### src/rtl/seq_control.sv
// -----------------------------------------------------------------------------
// seq_control -- multi-cycle MIPS-style control sequencer.
//
// Walks each instruction through FETCH -> DECODE -> EXEC -> MEM -> WB (states
// skipped as the instruction class allows) and drives the datapath strobes
// and multiplexer selects for the current step.
//
// Ports
//   Clk          in   rising-edge clock
//   Reset        in   asynchronous, active-low reset
//   Opcode[5:0]  in   opcode from the instruction register, looked at in DECODE
//   MemReady     in   memory access complete (meaningful only while MemReq=1)
//   MemReq       out  memory access request
//   MemWrite     out  store access (qualified by MemReq)
//   IorD         out  address select: 0 = PC, 1 = ALU result
//   IRWrite      out  instruction register load
//   PCWrite      out  unconditional PC load
//   PCWriteCond  out  branch-conditional PC load
//   PCSrc[1:0]   out  00 = PC+4, 01 = branch target, 10 = jump target
//   ExtZero      out  1 = zero-extend immediate, 0 = sign-extend
//   ALUSrcA      out  0 = PC, 1 = rs
//   ALUSrcB[1:0] out  00 = rt, 01 = 4, 10 = ext imm, 11 = ext imm << 2
//   ALUOp[1:0]   out  00 add, 01 sub, 10 funct field, 11 logical immediate
//   RegWrite     out  register file write
//   RegDst       out  destination select (1 = rd)
//   MemToReg     out  writeback select (1 = memory data)
//   Illegal      out  one-cycle pulse on an unsupported opcode
//   State[2:0]   out  current state code, for debug
//
// The datapath controls are a function of the registered state, the captured
// opcode and the live handshake inputs, because the FETCH/MEM handshake and
// the DECODE jump/illegal decisions must act in the same cycle they are seen.
// -----------------------------------------------------------------------------
module seq_control (
    input  logic       Clk,
    input  logic       Reset,
    input  logic [5:0] Opcode,
    input  logic       MemReady,
    output logic       MemReq,
    output logic       MemWrite,
    output logic       IorD,
    output logic       IRWrite,
    output logic       PCWrite,
    output logic       PCWriteCond,
    output logic [1:0] PCSrc,
    output logic       ExtZero,
    output logic       ALUSrcA,
    output logic [1:0] ALUSrcB,
    output logic [1:0] ALUOp,
    output logic       RegWrite,
    output logic       RegDst,
    output logic       MemToReg,
    output logic       Illegal,
    output logic [2:0] State
);

    // Supported opcodes
    localparam logic [5:0] OP_RTYPE = 6'b000000;
    localparam logic [5:0] OP_J     = 6'b000010;
    localparam logic [5:0] OP_BEQ   = 6'b000100;
    localparam logic [5:0] OP_ADDI  = 6'b001000;
    localparam logic [5:0] OP_ANDI  = 6'b001100;
    localparam logic [5:0] OP_ORI   = 6'b001101;
    localparam logic [5:0] OP_XORI  = 6'b001110;
    localparam logic [5:0] OP_LW    = 6'b100011;
    localparam logic [5:0] OP_SW    = 6'b101011;

    typedef enum logic [2:0] {
        ST_FETCH  = 3'd0,
        ST_DECODE = 3'd1,
        ST_EXEC   = 3'd2,
        ST_MEM    = 3'd3,
        ST_WB     = 3'd4
    } state_t;

    // Instruction classes: every rule below depends only on the class.
    typedef enum logic [2:0] {
        CL_RTYPE   = 3'd0,
        CL_JUMP    = 3'd1,
        CL_BEQ     = 3'd2,
        CL_ADDI    = 3'd3,
        CL_LOGIC   = 3'd4,
        CL_LOAD    = 3'd5,
        CL_STORE   = 3'd6,
        CL_ILLEGAL = 3'd7
    } op_class_t;

    // Map a raw opcode onto its instruction class.
    function automatic op_class_t classify(input logic [5:0] op);
        op_class_t cl;
        case (op)
            OP_RTYPE: cl = CL_RTYPE;
            OP_J:     cl = CL_JUMP;
            OP_BEQ:   cl = CL_BEQ;
            OP_ADDI:  cl = CL_ADDI;
            OP_ANDI:  cl = CL_LOGIC;
            OP_ORI:   cl = CL_LOGIC;
            OP_XORI:  cl = CL_LOGIC;
            OP_LW:    cl = CL_LOAD;
            OP_SW:    cl = CL_STORE;
            default:  cl = CL_ILLEGAL;
        endcase
        return cl;
    endfunction

    state_t     state_q;
    state_t     state_d;
    logic [5:0] opcode_q;
    logic [5:0] opcode_d;

    op_class_t  live_class_s;   // class of the opcode on the input pins
    op_class_t  cap_class_s;    // class of the opcode captured in DECODE

    logic       mem_req_s;
    logic       mem_write_s;
    logic       iord_s;
    logic       ir_write_s;
    logic       pc_write_s;
    logic       pc_write_cond_s;
    logic [1:0] pc_src_s;
    logic       ext_zero_s;
    logic       alu_src_a_s;
    logic [1:0] alu_src_b_s;
    logic [1:0] alu_op_s;
    logic       reg_write_s;
    logic       reg_dst_s;
    logic       mem_to_reg_s;
    logic       illegal_s;

    assign live_class_s = classify(Opcode);
    assign cap_class_s  = classify(opcode_q);

    // Next-state and opcode-capture logic.
    always_comb begin
        state_d  = state_q;
        opcode_d = opcode_q;
        case (state_q)
            ST_FETCH: begin
                if (MemReady) begin
                    state_d = ST_DECODE;
                end else begin
                    state_d = ST_FETCH;
                end
            end
            ST_DECODE: begin
                // Later states work from this copy, never from the live pins.
                opcode_d = Opcode;
                case (live_class_s)
                    CL_JUMP:    state_d = ST_FETCH;
                    CL_ILLEGAL: state_d = ST_FETCH;
                    default:    state_d = ST_EXEC;
                endcase
            end
            ST_EXEC: begin
                case (cap_class_s)
                    CL_RTYPE: state_d = ST_WB;
                    CL_ADDI:  state_d = ST_WB;
                    CL_LOGIC: state_d = ST_WB;
                    CL_LOAD:  state_d = ST_MEM;
                    CL_STORE: state_d = ST_MEM;
                    CL_BEQ:   state_d = ST_FETCH;
                    default:  state_d = ST_FETCH;
                endcase
            end
            ST_MEM: begin
                // Wait here with the request held until memory answers.
                if (MemReady) begin
                    if (cap_class_s == CL_LOAD) begin
                        state_d = ST_WB;
                    end else begin
                        state_d = ST_FETCH;
                    end
                end else begin
                    state_d = ST_MEM;
                end
            end
            ST_WB: begin
                state_d = ST_FETCH;
            end
            default: begin
                // Codes 5-7 cannot be reached; recover to FETCH.
                state_d = ST_FETCH;
            end
        endcase
    end

    // State and captured-opcode registers.
    always_ff @(posedge Clk or negedge Reset) begin
        if (!Reset) begin
            state_q  <= ST_FETCH;
            opcode_q <= 6'd0;
        end else begin
            state_q  <= state_d;
            opcode_q <= opcode_d;
        end
    end

    // Datapath control decode for the current step.
    always_comb begin
        mem_req_s       = 1'b0;
        mem_write_s     = 1'b0;
        iord_s          = 1'b0;
        ir_write_s      = 1'b0;
        pc_write_s      = 1'b0;
        pc_write_cond_s = 1'b0;
        pc_src_s        = 2'b00;
        ext_zero_s      = 1'b0;
        alu_src_a_s     = 1'b0;
        alu_src_b_s     = 2'b00;
        alu_op_s        = 2'b00;
        reg_write_s     = 1'b0;
        reg_dst_s       = 1'b0;
        mem_to_reg_s    = 1'b0;
        illegal_s       = 1'b0;
        case (state_q)
            ST_FETCH: begin
                // Instruction read at PC while the ALU forms PC+4.
                mem_req_s   = 1'b1;
                iord_s      = 1'b0;
                alu_src_a_s = 1'b0;
                alu_src_b_s = 2'b01;
                if (MemReady) begin
                    ir_write_s = 1'b1;
                    pc_write_s = 1'b1;
                    pc_src_s   = 2'b00;
                end else begin
                    ir_write_s = 1'b0;
                end
            end
            ST_DECODE: begin
                // ALU speculatively computes the branch target.
                alu_src_a_s = 1'b0;
                alu_src_b_s = 2'b11;
                alu_op_s    = 2'b00;
                case (live_class_s)
                    CL_JUMP: begin
                        pc_write_s = 1'b1;
                        pc_src_s   = 2'b10;
                    end
                    CL_ILLEGAL: begin
                        illegal_s = 1'b1;
                    end
                    default: begin
                        illegal_s = 1'b0;
                    end
                endcase
            end
            ST_EXEC: begin
                alu_src_a_s = 1'b1;
                case (cap_class_s)
                    CL_RTYPE: begin
                        alu_src_b_s = 2'b00;
                        alu_op_s    = 2'b10;
                    end
                    CL_ADDI: begin
                        alu_src_b_s = 2'b10;
                        alu_op_s    = 2'b00;
                    end
                    CL_LOGIC: begin
                        // Logical immediates are zero-extended.
                        alu_src_b_s = 2'b10;
                        alu_op_s    = 2'b11;
                        ext_zero_s  = 1'b1;
                    end
                    CL_LOAD: begin
                        alu_src_b_s = 2'b10;
                        alu_op_s    = 2'b00;
                    end
                    CL_STORE: begin
                        alu_src_b_s = 2'b10;
                        alu_op_s    = 2'b00;
                    end
                    CL_BEQ: begin
                        // Subtract rs-rt; the datapath gates the PC load on zero.
                        alu_src_b_s     = 2'b00;
                        alu_op_s        = 2'b01;
                        pc_write_cond_s = 1'b1;
                        pc_src_s        = 2'b01;
                    end
                    default: begin
                        alu_src_a_s = 1'b0;
                    end
                endcase
            end
            ST_MEM: begin
                mem_req_s   = 1'b1;
                iord_s      = 1'b1;
                mem_write_s = (cap_class_s == CL_STORE);
            end
            ST_WB: begin
                reg_write_s  = 1'b1;
                reg_dst_s    = (cap_class_s == CL_RTYPE);
                mem_to_reg_s = (cap_class_s == CL_LOAD);
            end
            default: begin
                mem_req_s = 1'b0;
            end
        endcase
    end

    // Output stage: while Reset is low only the FETCH request stays visible,
    // so no strobe or select can leak out during or at the instant of reset.
    always_comb begin
        MemReq = mem_req_s;
        State  = state_q;
        if (Reset) begin
            MemWrite    = mem_write_s;
            IorD        = iord_s;
            IRWrite     = ir_write_s;
            PCWrite     = pc_write_s;
            PCWriteCond = pc_write_cond_s;
            PCSrc       = pc_src_s;
            ExtZero     = ext_zero_s;
            ALUSrcA     = alu_src_a_s;
            ALUSrcB     = alu_src_b_s;
            ALUOp       = alu_op_s;
            RegWrite    = reg_write_s;
            RegDst      = reg_dst_s;
            MemToReg    = mem_to_reg_s;
            Illegal     = illegal_s;
        end else begin
            MemWrite    = 1'b0;
            IorD        = 1'b0;
            IRWrite     = 1'b0;
            PCWrite     = 1'b0;
            PCWriteCond = 1'b0;
            PCSrc       = 2'b00;
            ExtZero     = 1'b0;
            ALUSrcA     = 1'b0;
            ALUSrcB     = 2'b00;
            ALUOp       = 2'b00;
            RegWrite    = 1'b0;
            RegDst      = 1'b0;
            MemToReg    = 1'b0;
            Illegal     = 1'b0;
        end
    end

endmodule

### config.mk
export PLATFORM = sky130hd
export DESIGN_NAME = seq_control
export DESIGN_NICKNAME = d
export VERILOG_FILES = /design/src/rtl/seq_control.sv
export SDC_FILE = /design/constraint.sdc
export NUM_CORES = 1
export LEC_CHECK = 0
export CORE_MARGIN = 8
export CORE_UTILIZATION = 39
export CTS_BUF_LIST = sky130_fd_sc_hd__clkbuf_4 sky130_fd_sc_hd__clkbuf_8
export CTS_CLUSTER_SIZE = 30
export DETAILED_ROUTE_END_ITERATION = 12
export GPL_TIMING_DRIVEN = 0
export PLACE_DENSITY = 0.74
export SYNTH_ARGS = -nofsm -noshare
export SYNTH_HDL_FRONTEND = slang
export SYNTH_SLANG_ARGS = --single-unit
### constraint.sdc
create_clock -name Clk -period 1.7 [get_ports Clk]
set_input_delay 0.34 -clock Clk [delete_from_list [all_inputs] [get_ports Clk]]
set_output_delay 0.34 -clock Clk [all_outputs]
set_load 0.05 [all_outputs]
Yosys cells after proc, flatten, opt, wreduce, memory -nomap -nowiden
Cells that the tools add are included.
{"block": "word_totals", "regBits": 9, "rom_bits": 0, "out_inout_bits": 21, "ram_bits": 0, "latch_bits": 0, "in_bits": 9, "memories": 0, "wordCells": 88}
{"block": "classes", "bitwise_logic": 0, "mux": 47, "order_cmp": 0, "n_eq_ne": 27, "reduce_logical": 12, "mul": 0, "shift": 0, "addsub": 0, "div": 0}
{"cell": "equality test 6 x 4 -> 1 bit, second input constant", "count": 8}
{"cell": "case mux 3 bit (7 select lines)", "count": 2}
{"cell": "2-to-1 mux 1 bit", "count": 30}
{"cell": "equality test 6 bit, second input constant", "count": 4}
{"cell": "equality test 3 bit, second input constant", "count": 5}
{"cell": "2-to-1 mux 2 bit", "count": 7}
{"cell": "equality test 3 x 2 -> 1 bit, second input constant", "count": 4}
{"cell": "equality test 6 x 2 -> 1 bit, second input constant", "count": 2}
{"cell": "equality test 6 x 3 -> 1 bit, second input constant", "count": 2}
{"cell": "logical NOT 6 bit", "count": 2}
{"cell": "case mux 2 bit (3 select lines)", "count": 2}
{"cell": "case mux 3 bit (4 select lines)", "count": 1}
{"cell": "OR reduction 3 bit", "count": 3}
{"cell": "equality test 3 x 1 -> 1 bit, second input constant", "count": 2}
{"cell": "logical NOT 3 bit", "count": 2}
{"cell": "2-to-1 mux 3 bit", "count": 2}
{"cell": "case mux 3 bit (2 select lines)", "count": 1}
{"cell": "OR reduction 2 bit", "count": 3}
{"cell": "OR reduction 6 bit", "count": 1}
{"cell": "case mux 2 bit (2 select lines)", "count": 1}
{"cell": "OR reduction 4 bit", "count": 1}
{"cell": "case mux 1 bit (2 select lines)", "count": 1}

Depth between registers and ports, before layout
Gate-level depths: netlist (run 1).
{"block": "logic_depth", "word_depth": 8, "ltp_mapped": 5, "ltp_nobuf": 4}

Least setup slack after synthesis (run 1)
No wires, ideal clock.
{"block": "synth_timing", "kind": "register to output", "from": "reg state_q[0], in the netlist State[0]", "to": "out RegDst", "required_time_ps": 1360, "arrival_time_ps": 3017, "path_stages_with_launch": 6, "path_slack_ps": -1657, "path_buffers": 1, "path_cell_list": "dfrtp_1 -> clkbuf_1 -> nor2b_1 -> nand3b_1 -> inv_1 -> nor4bb_1"}
{"block": "synth_via", "elab_chain_cells": 3}
{"item": "start, declared", "line": "106", "rtl": "state_t state_q;"}
{"item": "start signal, assigned", "line": "193", "rtl": "state_q <= state_d;"}
{"item": "equality test 3 bit", "line": "215", "rtl": "case (state_q)"}
{"item": "2-to-1 mux 1 bit", "line": "215"}
{"item": "2-to-1 mux 1 bit", "line": "306", "rtl": "if (Reset) begin"}
{"item": "end, declared", "line": "51", "rtl": "output logic RegDst,"}
No other way between the ends.

Worst setup path after layout (run 1)
Ends and elaborated chain as after synthesis.

==> impl_metrics.py, run 1 <==
metrics = {
    "run_status": {
        "status": "complete, but fails checks",
        "violations": "setup timing",
    },
    "final_layout": {
        "final_cells": 167,
        "final_nets": 152,
        "antenna_cells": 0,
        "multi_input_area_um2": 602,
        "syn_to_final_growth_pct": 109,
        "seq_area_um2": 235,
        "finalInstanceArea_um2": 1470,
        "final_cell_mix": "29 x buf_4, 10 x buf_8, 10 x buf_6",
        "drive_gt1_share_pct": 69.7,
        "final_common_cell": "buf_4",
        "nFillCells": 88,
    },
    "die": {
        "start_util_pct": 41.0,
        "rows": 15,
        "die_width_um": 58.4,
        "fp.dieH_um": 58.4,
        "die_area_um2": 3410,
        "io_pins": 30,
        "core_area_um2": 1710,
    },
    "sta": {
        "post-route-min-period_ps": 2030,
        "final-hold-violation-count": 0,
        "max_freq_mhz": 492,
        "finalWorstSetupSlack_ps": -333,
        "holdWs_ps": 331,
        "worst_slew_pin_slew_ps": 501,
        "finalSetupTns_ps": -3460,
        "slew-limit-headroom_pct": 66.7,
        "rsz0062_at_grt": "yes",
        "drv_slew": 0,
        "post-route-period-util_pct": 120,
        "skew_ps": 4.85,
        "setup_viol": 17,
    },
    "clocking": {
        "cts_tree": "yes",
        "htree_levels": 1,
        "clk_path_buf_depth": 2,
        "ctsRootBufferMaster": "clkbuf_4",
        "numCtsBuffers": 3,
        "cts.sinks": 9,
        "clk_pin_slew_ps": 60,
        "clk_latency_ps": 280,
    },
    "place": {
        "dpl.cell_count": 138,
        "post_dp_cell_area_um2": 1130,
        "io_buffers": 29,
        "dpl.hpwl_um": 1650,
        "gp_congestion": 0.764,
    },
    "synth": {
        "synthFlopType": "dfrtp_1",
        "syn_inst": 84,
        "synth_seq_cells": 9,
        "netlist-cell-type-count": 33,
        "async_reset_ff_share_pct": 100,
        "yosysWarnings": 0,
        "synth_area_per_cell_um2": 8.34,
        "synth_edf_count": 0,
        "syn_area_um2": 701,
        "ys_seq_area_share_pct": 32.1,
        "syn_nets": 93,
    },
    "grt": {
        "grt_overflow_total": 0,
        "antenna_found_initial": 0,
        "grt_usage_pct": 14.2,
        "grt_max_degree": 16,
        "grt_pass1_wl_um": 3770,
        "first_global_vias": 797,
    },
    "setup_path": {
        "worstSetupPathType": "register to output port",
        "cpPeakStageDelay_ps": 430,
        "worstSetupStartpointType": "register",
        "cp.required_ps": 1360,
        "cp_slowest_cell": "dfrtp_2",
        "cp-end-kind": "output port",
        "path_delay_family": "simple AND/OR/NAND/NOR gates",
        "cp.buffers_inverters": 3,
        "crit_fanout": 4,
        "crit_arrival_ps": 1690,
        "crit_chain": "buf_8, nor2b_4, nand3b_1, clkinvlp_4, nor4bb_4, buf_6",
    },
    "routing": {
        "drcViolationCount": 0,
        "post_drt_via_cell_ratio": 5.43,
        "wl_um": 2840,
        "ant_nets": 0,
        "routedWlPerCell_um": 17.0,
        "drt_iter0_markers": 8,
        "drt_pass1_iterations": 4,
        "via_count": 906,
    },
    "power_and_ir_drop": {
        "p_leak_uw": 0.000630,
        "irDropWorstVdd_mv": 0.895,
        "powerDensity_nw_per_um2": 733,
    },
    "worst_hold_path": {
        "hold_path_class": "primary input to register",
    },
    "run": {
        "cap_violations": 0,
    },
}
state kept, by name, summed over array words and instances, names as in the netlist:
signal and count:
opcode_q 6, State 3
cells in the mapped netlist (3+ instances only):
library cell	count	area share, %
o21ai_0	3	2.1
nand2_1	5	2.7
dfrtp_1	9	32
nand4b_1	3	3.8
mux2_2	6	9.6
a21oi_1	4	2.9
and3_1	4	3.6
clkbuf_1	3	1.6
nor4_1	3	2.7
nor2_1	11	5.9
final cells by class:
| cell class | instances | area share [%] |
|---|---|---|
| clock buffers | 3 | 1.53 |
| plain buffers | 3 | 2.13 |
| inverters | 2 | 0.767 |
| multi-input cells | 68 | 41.0 |
| clock inverters | 1 | 0.341 |
| well taps | 25 | 2.13 |
| flip-flops and latches | 9 | 16.0 |
| repair buffers | 56 | 36.1 |
stage by stage:
| stage | setup slack, ps | utilization [%] | power, uW |
|---|---|---|---|
| finish | -333 | 85.9 | 1080 |
| CTS | -285 | 76.7 | 986 |
| global placement | -1500 | 66.4 | 736 |
| detailed placement | -1510 | 66.4 | 746 |
| floorplan | -496 | - | 620 |
| global route | -426 | 85.9 | 1140 |
timing repair:
| action | CTS | global route |
|---|---|---|
| hold buffers | 0 | 1 |
| endpoints found under the hold margin | 0 | 9 |
| endpoints found under the setup margin | 21 | 19 |
| resized for setup | 164 | 31 |
| buffers inserted | 15 | 11 |
| pin swaps | 8 | 7 |
power breakdown:
part           switching [uW]  internal (uW)  total, uW
logic                     295            267        562
registers                75.8            264        340
clock network            87.2           87.3        175
total                     458            618       1080
worst paths after layout:
check | endpoint | start | cells past startpoint | slack [ps]
max in group asynchronous | opcode_q[0] | Reset | 2 | 730
min in group asynchronous | State[1] | Reset | 2 | 650
worst min register to register | opcode_q[2] | opcode_q[2] | 1 | 600
worst max register to register | State[0] | opcode_q[2] | 5 | -70
worst min-delay path | opcode_q[3] | Opcode[3] | 2 | 330
worst max-delay path | RegDst | State[0] | 6 | -330
kinds of logic (layout without fill, tap and decap cells):
group	count (synthesis)	count (layout)	synth area share, %
AND/OR/NAND/NOR	44	44	37.0
AO/OA/AOI/OAI	16	16	14.6
flip-flops	9	9	32.1
buffers and inverters	7	65	4.11
multiplexers	6	6	9.64
XOR/XNOR	2	2	2.50
layer usage:
metal / track usage, % / wire length, um / share of wire (%)
met5: 0 / 0 / 0
met4: 7.69 / 93 / 3.3
met3: 4.78 / 155 / 5.5
met2: 22.8 / 1460 / 51
met1: 16.0 / 1130 / 40
(Power assumes the default switching activity.)
==> run 2: changes to the inputs <==
--- a/config.mk
+++ b/config.mk
@@ -6,12 +6,14 @@
 export NUM_CORES = 1
 export LEC_CHECK = 0
 export CORE_MARGIN = 8
-export CORE_UTILIZATION = 39
+export CORE_UTILIZATION = 42
 export CTS_BUF_LIST = sky130_fd_sc_hd__clkbuf_4 sky130_fd_sc_hd__clkbuf_8
+export CTS_CLUSTER_DIAMETER = 120
 export CTS_CLUSTER_SIZE = 30
 export DETAILED_ROUTE_END_ITERATION = 12
 export GPL_TIMING_DRIVEN = 0
-export PLACE_DENSITY = 0.74
+export PLACE_DENSITY = 0.76
+export SKIP_LAST_GASP = 1
 export SYNTH_ARGS = -nofsm -noshare
 export SYNTH_HDL_FRONTEND = slang
 export SYNTH_SLANG_ARGS = --single-unit
==> constraint.sdc (replaced) <==
create_clock -name Clk -period 2.31 [get_ports Clk]
set_input_delay 0.462 -clock Clk [delete_from_list [all_inputs] [get_ports Clk]]
set_output_delay 0.462 -clock Clk [all_outputs]
set_load 0.05 [all_outputs]
==> run 2 against run 1 <==
Net effect: the flow now finishes without violations; core utilization fell by 15 points; combinational power fell by 45%; first-iteration DRC count rose by 50%; setup slack improved by 380 ps; largest cell class unchanged.
==> impl_metrics.py, run 2 (synthesis results as in run 1) <==
metrics = {
    "grt": {
        "grt_pass1_wl_um": 3510,
        "antenna_found_initial": 0,
        "grt_overflow_total": 0,
        "first_global_vias": 713,
        "grt_max_degree": 16,
        "grt_usage_pct": 12.9,
    },
    "setup_path": {
        "cp-startpoint": "Opcode[2]",
        "cp.depth": 6,
        "cp_slowest_cell": "or4_4",
        "cp.required_ps": 1850,
        "crit_fanout": 5,
        "cp.buffers_inverters": 2,
        "cpPeakStageDelay_ps": 540,
        "endpoint": "PCWrite",
        "crit_chain": "buf_6, or4_4, nor3b_4, and3_4, or2_4, buf_8",
        "timing.rr.end": "State[0]",
        "crit_arrival_ps": 1800,
        "r2r_start": "opcode_q[2]",
        "path_delay_family": "simple AND/OR/NAND/NOR gates",
        "cp-end-kind": "output port",
        "r2r_cells": 6,
        "r2r_slack_ps": 600,
        "worstSetupPathType": "primary input to output port",
        "worstSetupStartpointType": "primary input",
    },
    "sta": {
        "slew-limit-headroom_pct": 66.1,
        "holdWs_ps": 76.7,
        "rsz0062_at_grt": "no",
        "post-route-period-util_pct": 98.0,
        "post-route-min-period_ps": 2260,
        "drv_slew": 0,
        "final-hold-violation-count": 0,
        "setup_viol": 0,
        "max_freq_mhz": 442,
        "finalWorstSetupSlack_ps": 46.5,
        "skew_ps": 1.02,
        "worst_slew_pin_slew_ps": 507,
    },
    "routing": {
        "drcViolationCount": 0,
        "routedWlPerCell_um": 15.3,
        "via_count": 770,
        "drt_iter0_markers": 12,
        "wirelength_met1_um": 895,
        "drt_pass1_iterations": 4,
        "highest_layer": "met4",
        "met3_wirelength_um": 180,
        "wl_met2_um": 998,
        "wl_um": 2100,
        "ant_nets": 0,
        "post_drt_via_cell_ratio": 5.62,
    },
    "place": {
        "dpl.hpwl_um": 1540,
        "gp_congestion": 0.760,
        "post-place-ws_ps": -1140,
        "io_buffers": 29,
    },
    "die": {
        "core_area_um2": 1540,
        "fp.dieH_um": 56.8,
        "rows": 14,
        "io_pins": 30,
        "die_area_um2": 3230,
        "die_width_um": 56.8,
        "start_util_pct": 45.5,
    },
    "clocking": {
        "cts_tree": "yes",
        "numCtsBuffers": 3,
        "clk_path_buf_depth": 2,
        "ctsRootBufferMaster": "clkbuf_4",
        "clk_pin_slew_ps": 60,
        "cts.sinks": 9,
        "clk_latency_ps": 260,
        "htree_levels": 1,
    },
    "final_layout": {
        "final_nets": 131,
        "final_common_cell": "buf_2",
        "drive_gt1_share_pct": 43.0,
        "antenna_cells": 0,
        "largest_reg_flops": 6,
        "syn_to_final_growth_pct": 55.7,
        "nFillCells": 123,
        "final_cell_mix": "12 x buf_2, 10 x nor2_1, 6 x mux2_2, 6 x clkbuf_4, 6 x dfrtp_1",
        "top_register": "opcode_q",
    },
    "worst_hold_path": {
        "hold_path_class": "primary input to asynchronous set/reset pin",
    },
    "power_and_ir_drop": {
        "powerDensity_nw_per_um2": 614,
        "irDropWorstVdd_mv": 0.532,
        "p_leak_uw": 0.000494,
    },
    "run": {
        "cap_violations": 0,
    },
    "run_status": {
        "status": "finished, final reports clean",
    },
}
run 2: area by class of cell:
type / instances / area (um2) / share of cell area, %
plain buffers: 5 / 22.5 / 2.06
clock buffers: 4 / 30.0 / 2.75
repair buffers: 33 / 262 / 24.0
multi-input cells: 68 / 517 / 47.4
inverters: 2 / 11.3 / 1.03
flip-flops and latches: 9 / 229 / 21.0
well taps: 16 / 20.0 / 1.83
run 2: worst min path at each step:
stage / to / start / cells past startpoint
finish: State[1] / Reset / 1
global route: opcode_q[1] / Reset / 1
CTS: opcode_q[4] / Reset / 1
detailed placement: State[0] / State[2] / 1
global placement: State[0] / State[2] / 1
floorplan: State[0] / Reset / 0
run 2: per-stage QoR:
stage	instance area [um2]	instances	power (uW)	utilization [%]	setup TNS, ps
after floorplan	751	84	437	-	-180
after global placement	1060	129	520	68.8	-14750
after detailed placement	1060	129	524	68.8	-15380
after CTS	1080	135	657	70.2	-26.9
after global routing	1090	137	708	70.8	0
final	1090	137	669	70.8	0
run 2: layer usage:
layer  GRT usage [%]  up-vias
met1            15.7      349
met5               0        -
met2            20.8       31
met4            5.03        0
met3            3.60        4
li1                -      386
run 2: power by group:
part | switching, uW | total [uW] | leakage [uW] | internal [uW]
logic | 189 | 309 | 0.000370 | 120
registers | 34.9 | 224 | 0.000106 | 189
clock network | 58.5 | 137 | 0.0000184 | 78.5
total | 282 | 669 | 0.000494 | 387
run 2: timing repair:
item	in CTS	in global routing
resized for setup	89	25
pin swaps	4	4
setup buffers	2	2
hold buffers	0	0
endpoints found under the setup margin	18	14
